### config.mk
export PLATFORM = sky130hd
export DESIGN_NAME = keyframe_scheduler
export DESIGN_NICKNAME = d
export VERILOG_FILES = /design/src/rtl/keyframe_scheduler.sv
export SDC_FILE = /design/constraint.sdc
export NUM_CORES = 1
export LEC_CHECK = 0
export BUFFER_PORTS_ARGS = -buffer_cell sky130_fd_sc_hd__buf_2
export CORE_MARGIN = 2
export CORE_UTILIZATION = 50
export CTS_BUF_LIST = sky130_fd_sc_hd__clkbuf_8
export DETAILED_ROUTE_END_ITERATION = 8
export GPL_TIMING_DRIVEN = 0
export PLACE_DENSITY = 0.7
export SYNTH_ARGS = -nofsm -noshare
export SYNTH_HDL_FRONTEND = slang
export SYNTH_SLANG_ARGS = --single-unit
### constraint.sdc
create_clock -name i_clk -period 2.4 [get_ports i_clk]
set_clock_uncertainty 0.1 [all_clocks]
set_input_delay 0.36 -clock i_clk [delete_from_list [all_inputs] [get_ports i_clk]]
set_output_delay 0.36 -clock i_clk [all_outputs]
set_load 0.01 [all_outputs]
### src/rtl/keyframe_scheduler.sv
`timescale 1ns/1ps
`default_nettype none
// ============================================================================
//  Module      : keyframe_scheduler
//  Description : Frame sequencer for the LED animator. Issues one frame
//                request per divider tick, mirrors the animator frame time,
//                and swaps keyframes through a one-deep prefetch register
//                loaded by a valid/ready handshake from the host.
//  Revision    : 1.0 - initial release
// ============================================================================
module keyframe_scheduler #(
    parameter int c_ledboards = 30,
    parameter int c_channels  = c_ledboards * 32,
    parameter int c_cnt_w     = $clog2(c_channels + 1),
    parameter int c_max_time  = 480,
    parameter int c_time_w    = $clog2(c_max_time),
    parameter int c_frame_div = 100000,
    parameter int c_div_w     = $clog2(c_frame_div)
) (
    input  logic                i_clk,
    input  logic                i_rst,
    input  logic                i_enable,
    input  logic                i_anim_wen,
    input  logic                i_kf_valid,
    input  logic [c_time_w-1:0] i_kf_time,
    output logic                o_kf_ready,
    output logic                o_drq,
    output logic [c_time_w-1:0] o_start_time,
    output logic [c_time_w-1:0] o_target_time,
    output logic                o_bank,
    output logic [c_time_w-1:0] o_time,
    output logic                o_busy,
    output logic                o_underrun,
    output logic                o_overrun,
    output logic                o_error
);

    localparam logic [c_div_w-1:0]  c_div_last  = c_div_w'(c_frame_div - 1);
    localparam logic [c_time_w-1:0] c_time_last = c_time_w'(c_max_time - 1);
    localparam logic [c_cnt_w-1:0]  c_cnt_last  = c_cnt_w'(c_channels - 1);

    typedef enum logic [2:0] {
        s_load  = 3'd0,
        s_wait  = 3'd1,
        s_run   = 3'd2,
        s_check = 3'd3,
        s_hold  = 3'd4
    } state_t;

    state_t              r_state;
    state_t              w_state_nxt;
    logic [c_div_w-1:0]  r_div;
    logic                r_tick_pending;
    logic [c_cnt_w-1:0]  r_cnt;
    logic [c_time_w-1:0] r_shadow;
    logic                r_shadow_valid;
    logic [c_time_w-1:0] r_start;
    logic [c_time_w-1:0] r_target;
    logic [c_time_w-1:0] r_time;
    logic                r_bank;
    logic                r_drq;
    logic                r_underrun;
    logic                r_overrun;
    logic                r_error;

    logic w_accept;
    logic w_kf_bad;
    logic w_wrap;
    logic w_take;
    logic w_last_wen;
    logic w_reached;
    logic w_swap;
    logic w_swap_first;
    logic w_underrun_evt;

    // Handshake qualification; a new keyframe always starts from the current target
    assign w_accept   = i_kf_valid & ~r_shadow_valid;
    assign w_kf_bad   = (32'(i_kf_time) >= 32'(c_max_time)) | (i_kf_time == r_target);
    assign w_wrap     = i_enable & (r_div == c_div_last);
    assign w_take     = (r_state == s_wait) & r_tick_pending & i_enable;
    assign w_last_wen = (r_state == s_run) & i_anim_wen & (r_cnt == c_cnt_last);
    assign w_reached  = (r_time == r_target);

    // Next-state and swap decode
    always_comb begin
        w_state_nxt    = r_state;
        w_swap         = 1'b0;
        w_swap_first   = 1'b0;
        w_underrun_evt = 1'b0;
        case (r_state)
            s_load: begin
                if (r_shadow_valid) begin
                    w_swap       = 1'b1;
                    w_swap_first = 1'b1;
                    w_state_nxt  = s_wait;
                end
            end
            s_wait: begin
                if (w_take) begin
                    w_state_nxt = s_run;
                end
            end
            s_run: begin
                if (w_last_wen) begin
                    w_state_nxt = s_check;
                end
            end
            s_check: begin
                if (!w_reached) begin
                    w_state_nxt = s_wait;
                end else if (r_shadow_valid) begin
                    w_swap      = 1'b1;
                    w_state_nxt = s_wait;
                end else begin
                    w_underrun_evt = 1'b1;
                    w_state_nxt    = s_hold;
                end
            end
            s_hold: begin
                // No frame requests here so a reached keyframe never animates over zero length
                if (r_shadow_valid) begin
                    w_swap      = 1'b1;
                    w_state_nxt = s_wait;
                end
            end
            default: w_state_nxt = s_load;
        endcase
    end

    // State register
    always_ff @(posedge i_clk) begin
        if (i_rst) begin
            r_state <= s_load;
        end else begin
            r_state <= w_state_nxt;
        end
    end

    // Frame-tick divider, pending tick and overrun detection
    always_ff @(posedge i_clk) begin
        if (i_rst) begin
            r_div          <= '0;
            r_tick_pending <= 1'b0;
            r_overrun      <= 1'b0;
        end else begin
            if (!i_enable) begin
                r_div <= '0;
            end else if (w_wrap) begin
                r_div <= '0;
            end else begin
                r_div <= r_div + 1'b1;
            end

            if (w_wrap) begin
                r_tick_pending <= 1'b1;
            end else if (w_take) begin
                r_tick_pending <= 1'b0;
            end

            if (w_wrap && r_tick_pending && !w_take) begin
                r_overrun <= 1'b1;
            end
        end
    end

    // Animator write-strobe counter, only live during a frame
    always_ff @(posedge i_clk) begin
        if (i_rst) begin
            r_cnt <= '0;
        end else if (w_take) begin
            r_cnt <= '0;
        end else if ((r_state == s_run) && i_anim_wen) begin
            r_cnt <= r_cnt + 1'b1;
        end
    end

    // Prefetch register fed by the host handshake
    always_ff @(posedge i_clk) begin
        if (i_rst) begin
            r_shadow       <= '0;
            r_shadow_valid <= 1'b0;
            r_error        <= 1'b0;
        end else begin
            if (w_swap) begin
                r_shadow_valid <= 1'b0;
            end else if (w_accept && !w_kf_bad) begin
                r_shadow       <= i_kf_time;
                r_shadow_valid <= 1'b1;
            end
            if (w_accept && w_kf_bad) begin
                r_error <= 1'b1;
            end
        end
    end

    // Keyframe times, bank select, frame time and frame request
    always_ff @(posedge i_clk) begin
        if (i_rst) begin
            r_start    <= '0;
            r_target   <= '0;
            r_time     <= '0;
            r_bank     <= 1'b0;
            r_drq      <= 1'b0;
            r_underrun <= 1'b0;
        end else begin
            r_drq <= w_take;
            if (w_swap) begin
                r_start  <= w_swap_first ? '0 : r_target;
                r_target <= r_shadow;
                r_bank   <= ~r_bank;
            end
            if (w_swap_first) begin
                r_time <= '0;
            end else if (w_take) begin
                r_time <= (r_time == c_time_last) ? '0 : r_time + 1'b1;
            end
            if (w_underrun_evt) begin
                r_underrun <= 1'b1;
            end
        end
    end

    assign o_kf_ready    = ~r_shadow_valid;
    assign o_drq         = r_drq;
    assign o_start_time  = r_start;
    assign o_target_time = r_target;
    assign o_bank        = r_bank;
    assign o_time        = r_time;
    assign o_busy        = (r_state == s_run);
    assign o_underrun    = r_underrun;
    assign o_overrun     = r_overrun;
    assign o_error       = r_error;

endmodule
`default_nettype wire
==> results.json <==
{
  "worst-path-buf-inv": 1,
  "place.gp.congestion": 0.928,
  "family_of_cells_with_the_greatest_summed_delay_on_the_critical_path": "simple AND/OR/NAND/NOR gates",
  "routed-via-count": 2678,
  "place_ws_ns": 0.108,
  "setup_viol": 0,
  "post_drt_via_cell_ratio": 5.36,
  "min_cycle_time_layout_ns": 2.21,
  "tritoncts_sink_count": 73,
  "grt_start_max_net_pins": 13,
  "yosys.cell_count.top_type": "dfxtp_1",
  "synth-async-reset-ratio_pct": 0,
  "setup_slack_ns": 0.189,
  "met3_resource_use_gr_pct": 4.81,
  "number_of_buffers_on_the_longest_clock_path": 2,
  "grt_overflow_total": 0,
  "synth_cell_type_count": 43,
  "grt_setup_unrepaired": "false",
  "critPathSlowestCell": "dfxtp_1",
  "worstSetupEndpointType": "flip-flop",
  "worst_skew_pair.late_latency_ns": 0.34,
  "cts_inserted_buffers": 9,
  "final_count_of_hold_timing_violations": 0,
  "failed_checks": "DRC",
  "ys_warn_count": 0,
  "timing.max_slew.rel_slack_pct": 46.1,
  "tritoncts": "built",
  "post_cts.repair.setup_buffers": 0,
  "critical_path_class": "flip-flop to flip-flop",
  "number_of_antenna_violations_at_the_first_check_in_global_routing": 0,
  "drt_iter0_drc": 108,
  "data_arrival_at_the_endpoint_of_the_critical_path_ns": 2.35,
  "fin_tns_setup_ns": 0,
  "synth.top_cells.by_count": "73 x dfxtp_1, 51 x nor2_1, 29 x xor2_1",
  "crit_path_start_kind": "flip-flop",
  "clock_root_buffer_master": "clkbuf_8",
  "antenna-diode-count": 0,
  "netlist_top_cells_area": "dfxtp_1 44%, xor2_1 7.6%, mux2i_1 6.3%",
  "fp-row-count": 29,
  "synth-edff-count": 0,
  "critPathMaxStageDelay_ns": 0.48,
  "tightestPinTransition_ns": 0.805,
  "ant_nets": 0,
  "ir_worst_vdd_mv": 0.298,
  "final-instance-count-excl-fill": 500,
  "first_pass_grt_wire_length_um": 11700,
  "drt_pre_antenna_iters": 8,
  "chipHeight_um": 85.8,
  "final-max-slew-violation-count": 0,
  "area_growth_syn_to_layout_pct": 17.5,
  "dp_hpwl_um": 5050,
  "max_freq_mhz": 452,
  "post-route-drc-count": 8,
  "synth_area_um2": 3340,
  "use_met1_pct": 26.4,
  "postSynthRegisterBits": 73,
  "synth.avg_cell_area_um2": 9.28,
  "synth_nets": 377,
  "fp.coreArea_um2": 6420,
  "power_density_nw_per_um2": 659,
  "met2_usage_pct": 31.3,
  "post_cts_resized": 0,
  "cts.hold.buffers_added": 0,
  "status": "finished with violations",
  "floorplan_die_area_um2": 7350,
  "die_w_um": 85.8,
  "totalPowerFinal_mw": 2.59,
  "grt_use_total_pct": 20.4,
  "number_of_i_o_pins": 48,
  "vias_in_the_first_global_route": 2579,
  "layout_worst_path_cycle_share_pct": 92.1,
  "yosysTopAreaCell": "dfxtp_1",
  "port-buffer-count": 47,
  "cts-htree-levels": 3,
  "ys_seq_area_share_pct": 43.7,
  "grt_busiest_layer": "met2",
  "hold_path.class": "input port to flip-flop",
  "avgRoutedWirePerCell_um": 14.1,
  "dpl.cell_count": 484,
  "crit_path_max_fanout": 10,
  "finish.instance_area_um2": 3930,
  "leakage_nw": 1.56,
  "initial_core_util_pct": 52.0,
  "synthFlopType": "dfxtp_1",
  "nNetsFinal": 435,
  "cts.reportedPaths.clkPinSlew_ns": 0.08,
  "routed_wirelength_um": 7060,
  "synth_top_area_share_pct": 43.7,
  "synth_cells": 360,
  "post_route_cells_drive_above_1_share_pct": 18.9,
  "path_cells": "xnor2_1, nand4_1, nor4_4, a31o_2, buf_8, mux2_2",
  "placement.cell_area_um2": 3670,
  "max_cap_violations": 0,
  "worst_ep_required_time_ns": 2.54
}
worst reg2reg max path: stages (launching register included):
cell	delay, ns
dfxtp_1	0.48
xnor2_1	0.17
nand4_1	0.16
nor4_4	0.45
a31o_2	0.23
buf_8	0.16
mux2_2	0.35
through the flow:
stage	hold slack [ns]	util, %
final	0.192	61.1
after global routing	0.198	61.1
after CTS	0.189	61.0
after detailed placement	0.349	57.2
after global placement	0.341	57.2
after floorplan	0.330	-
worst paths after layout:
check	startpoint	end	slack [ns]	cells after the start
setup / recovery	o_time[1]$_SDFFE_PP0P_	o_bank$_SDFFE_PP0P_	0.19	6
hold / removal	i_kf_time[3]	r_shadow[3]$_SDFFE_PP0P_	0.19	3
setup reg to reg	o_time[1]$_SDFFE_PP0P_	o_bank$_SDFFE_PP0P_	0.19	6
hold reg to reg	r_div[0]$_SDFF_PP0_	r_div[0]$_SDFF_PP0_	0.36	1
power breakdown:
group | total [mW] | internal, mW | switching [mW]
Combinational | 0.178 | 0.0786 | 0.0996
Sequential | 1.24 | 1.23 | 0.0139
Clock | 1.17 | 0.713 | 0.452
cells by family (layout without fill, tap and decap cells):
logic type / Yosys count / after routing / share of synthesized area (%)
xor+xnor: 49 / 49 / 12.8
fa+ha+maj: 3 / 3 / 1.12
compound gates: 24 / 24 / 4.57
buf+inv: 17 / 80 / 3.22
simple gates: 172 / 172 / 27.9
flops: 73 / 73 / 43.7
mux: 22 / 22 / 6.63
layout by cell type, fill, tap and decap left out, types with 2 or more instances in the layout:
master / Yosys / final
nor3b_1: 3 / 3
clkbuf_8: 0 / 10
nand4b_1: 2 / 2
xnor2_1: 20 / 20
nand4_1: 12 / 12
o21ba_2: 2 / 2
buf_2: 1 / 48
a211oi_1: 2 / 2
mux2i_1: 21 / 21
or2_2: 2 / 2
nand2b_1: 28 / 28
clkbuf_1: 6 / 6
a21oi_1: 5 / 5
and4_1: 2 / 2
a22oi_1: 2 / 2
nor3_1: 6 / 6
nand3b_1: 9 / 9
dfxtp_1: 73 / 73
nand3_1: 15 / 15
inv_1: 5 / 6
buf_4: 2 / 2
nor2_1: 51 / 51
nor2b_1: 6 / 6
ha_1: 3 / 3
bufinv_16: 0 / 3
xor2_1: 29 / 29
and3_1: 9 / 9
o21ai_0: 9 / 9
nand2_1: 18 / 18
flip-flops by register name, summed over array words and instances (netlist names):
name / flops
o_overrun: 1
r_shadow_valid: 1
r_state: 3
o_error: 1
o_underrun: 1
r_shadow: 9
o_start_time: 9
r_div: 17
r_tick_pending: 1
o_target_time: 9
o_drq: 1
o_bank: 1
o_time: 9
r_cnt: 10
final cells by class:
type	count	area [um2]
Sequential cell	73	1460
Multi-Input combinational cell	270	1780
Inverter	5	18.8
Clock buffer	10	138
Timing Repair Buffer	47	235
Tap cell	77	96.3
Fill cell	567	2500
Clock inverter	6	106
Buffer	12	88.8
per-layer routing:
metal	routed length (um)	share of wire (%)	vias to the layer above
met5	0	0	-
met4	210	3.0	0
met3	335	4.7	17
met2	3180	45	69
met1	3340	47	1253
li1	-	-	1339
(Power assumes the default switching activity.)
